$ cat src/rtl/or8_way_if.sv
// or8_way_if: bundles the or8_way inputs, clear and observation outputs.
interface or8_way_if;
    logic       clr;
    logic       a, b, c, d, e, f, g, h;
    logic       out;
    logic [3:0] count;
    logic [2:0] first_idx;
    logic       out_q;
    logic       sticky;
    logic [7:0] mask_q;
    modport master (
        output clr, a, b, c, d, e, f, g, h,
        input  out, count, first_idx, out_q, sticky, mask_q
    );
    modport slave (
        input  clr, a, b, c, d, e, f, g, h,
        output out, count, first_idx, out_q, sticky, mask_q
    );
endinterface

$ cat src/rtl/or8_way.sv
// or8_way: eight-input OR with combinational popcount/priority index and
// registered, sticky and per-input capture copies.
module or8_way (
    input logic       clk,
    input logic       reset,
    or8_way_if.slave  bus
);
    logic [7:0] v;
    logic [3:0] cnt;
    assign v = {bus.a, bus.b, bus.c, bus.d, bus.e, bus.f, bus.g, bus.h};
    assign bus.out = |v;
    assign bus.count = cnt;
    always_comb begin
        cnt = '0;
        for (int i = 0; i < 8; i++) cnt = cnt + {3'd0, v[i]};
    end
    // a (bit 7) has highest priority; 0 when nothing is set, qualify with out
    assign bus.first_idx = v[7] ? 3'd7 : v[6] ? 3'd6 : v[5] ? 3'd5 : v[4] ? 3'd4 :
                           v[3] ? 3'd3 : v[2] ? 3'd2 : v[1] ? 3'd1 : 3'd0;
    always_ff @(posedge clk) begin
        if (reset) begin
            bus.out_q  <= 1'b0;
            bus.sticky <= 1'b0;
            bus.mask_q <= '0;
        end else begin
            bus.out_q  <= |v;
            bus.sticky <= bus.clr ? 1'b0 : bus.sticky | (|v);
            bus.mask_q <= bus.clr ? 8'h00 : bus.mask_q | v;
        end
    end
endmodule

$ cat src/flat_wrapper.sv
// flat-port wrapper written by rule: the top's interface ports become plain ports
module or8_way_flat 
  (clk, reset, bus_clr, bus_a, bus_b, bus_c, bus_d, bus_e, bus_f, bus_g, bus_h, bus_out, bus_count, bus_first_idx, bus_out_q, bus_sticky, bus_mask_q);
  or8_way_if bus_i ();
  input logic clk;
  input logic reset;
  input wire logic [$bits(bus_i.clr)-1:0] bus_clr;
  input wire logic [$bits(bus_i.a)-1:0] bus_a;
  input wire logic [$bits(bus_i.b)-1:0] bus_b;
  input wire logic [$bits(bus_i.c)-1:0] bus_c;
  input wire logic [$bits(bus_i.d)-1:0] bus_d;
  input wire logic [$bits(bus_i.e)-1:0] bus_e;
  input wire logic [$bits(bus_i.f)-1:0] bus_f;
  input wire logic [$bits(bus_i.g)-1:0] bus_g;
  input wire logic [$bits(bus_i.h)-1:0] bus_h;
  output wire logic [$bits(bus_i.out)-1:0] bus_out;
  output wire logic [$bits(bus_i.count)-1:0] bus_count;
  output wire logic [$bits(bus_i.first_idx)-1:0] bus_first_idx;
  output wire logic [$bits(bus_i.out_q)-1:0] bus_out_q;
  output wire logic [$bits(bus_i.sticky)-1:0] bus_sticky;
  output wire logic [$bits(bus_i.mask_q)-1:0] bus_mask_q;
  assign bus_i.clr = bus_clr;
  assign bus_i.a = bus_a;
  assign bus_i.b = bus_b;
  assign bus_i.c = bus_c;
  assign bus_i.d = bus_d;
  assign bus_i.e = bus_e;
  assign bus_i.f = bus_f;
  assign bus_i.g = bus_g;
  assign bus_i.h = bus_h;
  assign bus_out = bus_i.out;
  assign bus_count = bus_i.count;
  assign bus_first_idx = bus_i.first_idx;
  assign bus_out_q = bus_i.out_q;
  assign bus_sticky = bus_i.sticky;
  assign bus_mask_q = bus_i.mask_q;
  or8_way u_core (.clk(clk), .reset(reset), .bus(bus_i));
endmodule
$ cat config.mk
export PLATFORM = sky130hd
export DESIGN_NAME = or8_way_flat
export DESIGN_NICKNAME = d
export VERILOG_FILES = /design/src/rtl/or8_way_if.sv /design/src/rtl/or8_way.sv /design/src/flat_wrapper.sv
export SDC_FILE = /design/constraint.sdc
export NUM_CORES = 1
export LEC_CHECK = 0
export CORE_AREA = 2 2 46 48
export CTS_BUF_LIST = sky130_fd_sc_hd__clkbuf_4
export CTS_CLUSTER_DIAMETER = 40
export DETAILED_ROUTE_END_ITERATION = 12
export DIE_AREA = 0 0 48 50
export DONT_BUFFER_PORTS = 1
export PLACE_DENSITY = 0.41
export SYNTH_ARGS = -nofsm -noshare
export SYNTH_HDL_FRONTEND = slang
export SYNTH_SLANG_ARGS = --single-unit
$ cat constraint.sdc
create_clock -name clk -period 5.1 [get_ports clk]
set_input_delay 1.53 -clock clk [delete_from_list [all_inputs] [get_ports clk]]
set_output_delay 1.53 -clock clk [all_outputs]
set_load 0.02 [all_outputs]
==> impl_metrics.py, run 1 <==
metrics = {
    "global_routing": {
        "antenna_found_initial": 0,
        "grt_pass1_vias": 388,
        "overflow": 0,
        "gr-usage-all-layers_pct": 11.1,
        "grt_max_degree": 10,
        "grt_pass1_wl_um": 1860,
    },
    "finish": {
        "final_net_count": 80,
        "finalNonFillerCells": 87,
        "diodes": 0,
        "area_growth_pct": 23.4,
        "drive_gt1_share_pct": 28.3,
    },
    "placed_design": {
        "dpl_worst_slack_ns": -0.194,
        "dp.cells": 81,
        "port-buffer-count": 0,
        "gp_congestion": 0.677,
        "dp_hpwl_um": 913,
    },
    "sta": {
        "rsz0062_at_grt": "yes",
        "finalSetupTns_ns": -0.360,
        "period_needed_ns": 5.24,
        "relSlewSlack_pct": 48.0,
        "hold_viol": 0,
        "holdWs_ns": 0.600,
        "clock.fmax_mhz": 191,
        "final_max_slew_viol_count": 0,
        "setup-violations-final": 3,
        "fin_ws_ns": -0.143,
        "timing.clock.skew_ns": 0,
        "worstMarginPinSlew_ns": 0.768,
        "period_share_pct": 103,
    },
    "die": {
        "core_area_mm2": 0.00190,
        "die_h_um": 50,
        "start_util_pct": 28.9,
        "row_count": 16,
        "dieArea_mm2": 0.00240,
        "io_pins": 29,
        "die_w_um": 48,
    },
    "hold_path": {
        "hp-start": "u_core.bus.mask_q[5]",
        "hold_path_class": "register to register",
        "min_path_cells": 1,
        "min_to": "u_core.bus.mask_q[5]",
    },
    "worst_setup_path": {
        "crit_fanout": 4,
        "end_kind": "primary output",
        "reg2reg_to": "u_core.bus.sticky",
        "crit_type": "input pin to primary output",
        "reg2reg_depth": 1,
        "r2r-start": "u_core.bus.sticky",
        "reg2reg_slack_ns": 4.43,
        "cp.required_ns": 3.57,
        "startpoint_type": "input pin",
        "worst_ep_arrival_time_ns": 3.71,
    },
    "synth": {
        "ys_seq_area_share_pct": 36.4,
        "synth-edff-count": 0,
        "ys_warn_count": 0,
        "syn_area_um2": 551,
        "async_flop_share_pct": 0,
        "syn_nets": 73,
        "synth_flop_cell": "dfxtp_1",
        "syn_inst": 54,
        "syn_avg_cell_area_um2": 10.2,
        "ys_ff_latch": 10,
        "yosysUniqueCellTypes": 16,
    },
    "cts": {
        "cts_made_buffers": 3,
        "clockBufferDepth": 2,
        "cts_sinks": 10,
        "cts_tree": "built",
        "htreeDepth": 1,
        "cts-hold-fix-buffers": 0,
        "clk_pin_slew_ns": 0.06,
        "cts-root-buf": "clkbuf_4",
        "clk_latency_ns": 0.26,
    },
    "drt": {
        "drcViolationCount": 0,
        "wire_per_inst_um": 12.3,
        "drtPass1Iterations": 2,
        "via_per_inst": 4.38,
        "ant_nets": 0,
        "vias": 381,
        "wirelength_um": 1070,
        "drt_iter0_markers": 4,
    },
    "pwr": {
        "p_comb_share_pct": 33.1,
        "p_seq_share_pct": 41.9,
        "ir_drop_v": 0.000124,
        "switchingPower_mw": 0.0716,
        "leakage_nw": 0.287,
        "p_int_mw": 0.141,
        "clkPwrFrac_pct": 25.0,
        "p_total_mw": 0.212,
        "power_density_mw_per_mm2": 313,
        "switching_share_pct": 33.7,
    },
    "status": {
        "violations": "setup timing",
        "status": "finished, violations left",
    },
    "flow_run": {
        "drv_cap": 0,
    },
}
[cells in the final DEF, fill, tap and decap left out]
cell | synthesis | final
nor2_2 | 1 | 1
a31oi_1 | 1 | 1
nor4_4 | 1 | 1
o31ai_1 | 1 | 1
xnor2_4 | 0 | 1
inv_1 | 14 | 10
nand3_2 | 1 | 1
inv_2 | 0 | 2
dfxtp_1 | 10 | 10
fa_2 | 0 | 2
o311ai_1 | 1 | 1
o21a_2 | 0 | 1
o21a_1 | 10 | 9
clkbuf_4 | 0 | 3
inv_6 | 0 | 1
clkinv_1 | 1 | 2
inv_8 | 0 | 1
a21oi_1 | 2 | 2
buf_4 | 0 | 1
ha_4 | 0 | 1
nor2b_1 | 1 | 1
fa_1 | 4 | 2
nor2_1 | 1 | 1
ha_1 | 4 | 3
buf_6 | 0 | 1
[logic make-up (layout without fill, tap and decap cells)]
| group | after synthesis | after routing | share of synthesized area (%) |
|---|---|---|---|
| XOR/XNOR | 1 | 1 | 1.59 |
| flip-flops | 10 | 10 | 36.4 |
| adder cells (fa/ha/maj) | 8 | 8 | 23.6 |
| AO/OA/AOI/OAI | 15 | 15 | 19.5 |
| AND/OR/NAND/NOR | 5 | 5 | 8.64 |
| buffers and inverters | 15 | 21 | 10.2 |
[registers in the layout (all words and copies together), names as in the netlist]
| signal | flops |
|---|---|
| u_core.bus.mask_q | 8 |
| u_core.bus.out_q | 1 |
| u_core.bus.sticky | 1 |
[layer usage]
metal	global-route usage, %	up-vias	routed length, um
met5	0	-	0
met4	2.70	0	7
met2	14.9	17	494
met1	14.4	174	455
met3	7.69	2	111
li1	-	188	-
[power groups by stage]
stage	combinational, mW	sequential, mW	clock, mW
global route	0.0802	0.0896	0.0622
global placement	0.0656	0.0909	0
detailed placement	0.0664	0.0909	0
floorplan	0.0594	0.0904	0
finish	0.0702	0.0890	0.0531
CTS	0.0682	0.0891	0.0577
[critical path, stage by stage]
cell and delay [ns]:
inv_8 0.01, ha_4 0.24, inv_2 0.03, fa_1 0.49
fa_1 0.43, fa_2 0.37, fa_2 0.39, xnor2_4 0.22
[worst max-delay path by stage]
stage	start	cells past startpoint	slack [ns]	endpoint
floorplan	bus_g	8	-0.13	bus_count[2]
global placement	bus_g	8	-0.17	bus_count[2]
detailed placement	bus_g	8	-0.19	bus_count[2]
CTS	bus_g	8	-0.16	bus_count[2]
global route	bus_g	8	-0.23	bus_count[2]
finish	bus_g	8	-0.14	bus_count[2]
[cell usage after synthesis (2+ instances only)]
master	number	area, um2
inv_1	14	52.6
dfxtp_1	10	200
o21a_1	10	75.1
fa_1	4	80.1
ha_1	4	50.1
a21oi_1	2	10.0
[cell type report]
cell class	instances	area, um2
Fill cell	206	1220
Sequential cell	10	200
Clock inverter	1	3.75
Tap cell	27	33.8
Multi-Input combinational cell	29	332
Inverter	15	68.8
Timing Repair Buffer	2	18.8
Clock buffer	3	22.5
[stage by stage]
stage               util (%)  instance area, um2
floorplan                  -                 599
global placement        33.3                 633
detailed placement      33.3                 633
CTS                     35.1                 668
global route            35.7                 679
finish                  35.7                 679
[timing repair]
action | CTS | global route
setup buffers | 1 | 2
resized for setup | 1 | 1
gates cloned | 0 | 0
pin swaps | 1 | 1
endpoints found under the setup margin | 2 | 3
hold endpoints to repair | 0 | 0
Power figures use the tool's default switching activity.
==> inputs of run 2 (changes only) <==
CAP_MARGIN = 20   (was unset)
==> results of run 2 <==
Same layout as run 1: the final DEF is identical, and so are final timing and power.
==> inputs of run 3 (changes only) <==
CORE_AREA = 2 2 41 43   (was 2 2 46 48)
DIE_AREA = 0 0 43 45   (was 0 0 48 50)
PLACE_DENSITY = 0.5   (was 0.41)
==> impl_metrics.py, run 3 (synthesis results as in run 1) <==
metrics = {
    "cts": {
        "cts_tree": "built",
        "cts-root-buf": "clkbuf_4",
        "clockBufferDepth": 2,
        "cts_made_buffers": 3,
        "htreeDepth": 1,
        "clk_latency_ns": 0.27,
        "cts-hold-fix-buffers": 0,
        "clk_pin_slew_ns": 0.06,
        "cts_sinks": 10,
    },
    "die": {
        "die_w_um": 43,
        "die_h_um": 45,
        "dieArea_mm2": 0.00194,
        "start_util_pct": 37.4,
        "row_count": 14,
        "core_area_mm2": 0.00147,
        "io_pins": 29,
    },
    "placed_design": {
        "dp_hpwl_um": 881,
        "port-buffer-count": 0,
        "dp.cells": 70,
        "post_dp_cell_area_um2": 619,
        "gp_congestion": 0.720,
        "dpl_worst_slack_ns": -0.177,
    },
    "sta": {
        "holdWs_ns": 0.603,
        "hold_viol": 0,
        "worstMarginPinSlew_ns": 0.755,
        "timing.clock.skew_ns": 0,
        "clock.fmax_mhz": 191,
        "finalSetupTns_ns": -0.258,
        "final_max_slew_viol_count": 0,
        "period_needed_ns": 5.23,
        "setup-violations-final": 2,
        "rsz0062_at_grt": "yes",
        "relSlewSlack_pct": 48.9,
        "fin_ws_ns": -0.133,
        "period_share_pct": 103,
    },
    "drt": {
        "drcViolationCount": 0,
        "ant_nets": 0,
        "wire_per_inst_um": 13.7,
        "wirelength_um": 1030,
        "drt_iter0_markers": 1,
        "via_per_inst": 5.20,
        "drtPass1Iterations": 3,
        "vias": 390,
    },
    "hold_path": {
        "hold_path_class": "register to register",
    },
    "global_routing": {
        "grt_max_degree": 10,
        "grt_pass1_wl_um": 1600,
        "grt_pass1_vias": 385,
        "antenna_found_initial": 0,
        "gr-usage-all-layers_pct": 11.7,
        "overflow": 0,
    },
    "worst_setup_path": {
        "startpoint_type": "input pin",
        "cp.required_ns": 3.57,
        "worst_ep_arrival_time_ns": 3.70,
        "crit_fanout": 4,
        "crit_type": "input pin to primary output",
        "end_kind": "primary output",
    },
    "finish": {
        "top_register": "u_core.bus.mask_q",
        "final_area_um2": 654,
        "drive_gt1_share_pct": 27.1,
        "top_regs": "u_core.bus.mask_q x8, u_core.bus.out_q x1, u_core.bus.sticky x1",
        "most-common-layout-cells": "inv_1 (10), dfxtp_1 (10), o21a_1 (9)",
        "area_growth_pct": 18.9,
        "finalNonFillerCells": 75,
        "largest_reg_flops": 8,
        "diodes": 0,
        "final_core_util_pct": 44.5,
        "final_net_count": 79,
    },
    "status": {
        "status": "finished, violations left",
        "violations": "setup timing",
    },
    "pwr": {
        "leakage_nw": 0.281,
        "ir_drop_v": 0.000120,
        "p_total_mw": 0.210,
        "power_density_mw_per_mm2": 321,
    },
    "flow_run": {
        "drv_cap": 0,
    },
}
## run 3: cell count changes in the layout (fill, tap and decap cells not counted), sizes merged
cell / delta
buf: -1
## run 3: layout make-up
type | instances | area [um2]
multi-input combinational | 29 | 332
inverter | 15 | 68.8
fill | 150 | 817
clock inverter | 1 | 3.75
tap | 16 | 20.0
timing repair buffer | 1 | 7.51
clock buffer | 3 | 22.5
sequential | 10 | 200
## run 3: final timing paths
| check | slack (ns) | from | depth (start not counted) | end |
|---|---|---|---|---|
| setup / recovery | -0.13 | bus_g | 8 | bus_count[2] |
| hold / removal | 0.60 | u_core.bus.mask_q[4] | 1 | u_core.bus.mask_q[4] |
| setup reg to reg | 4.42 | u_core.bus.sticky | 1 | u_core.bus.sticky |
| hold reg to reg | 0.60 | u_core.bus.mask_q[4] | 1 | u_core.bus.mask_q[4] |
## run 3: timing repair
action	4_1_cts	5_1_grt
pin swaps	1	0
setup endpoints to repair	2	2
resized for setup	0	1
buffers inserted	0	1
hold endpoints to repair	0	0
## run 3: power by group
part           total (mW)  internal [mW]  leakage (nW)  switching [mW]
clock              0.0549         0.0282        0.0154          0.0267
sequential         0.0891         0.0820        0.0827         0.00709
combinational      0.0662         0.0275         0.182          0.0387
total               0.210          0.138         0.281          0.0725
## run 3: per-layer routing
layer | up-vias | share of wire [%] | GRT usage, %
li1 | 185 | - | -
met2 | 24 | 46 | 17.3
met3 | 5 | 13 | 6.00
met1 | 176 | 37 | 12.8
met4 | 0 | 3.2 | 9.09
met5 | - | 0 | 0
## run 3: critical path, cell delays in order
cell	delay, ns
inv_8	0.01
ha_4	0.24
inv_2	0.03
fa_1	0.49
fa_1	0.43
fa_2	0.36
fa_2	0.39
xnor2_4	0.22
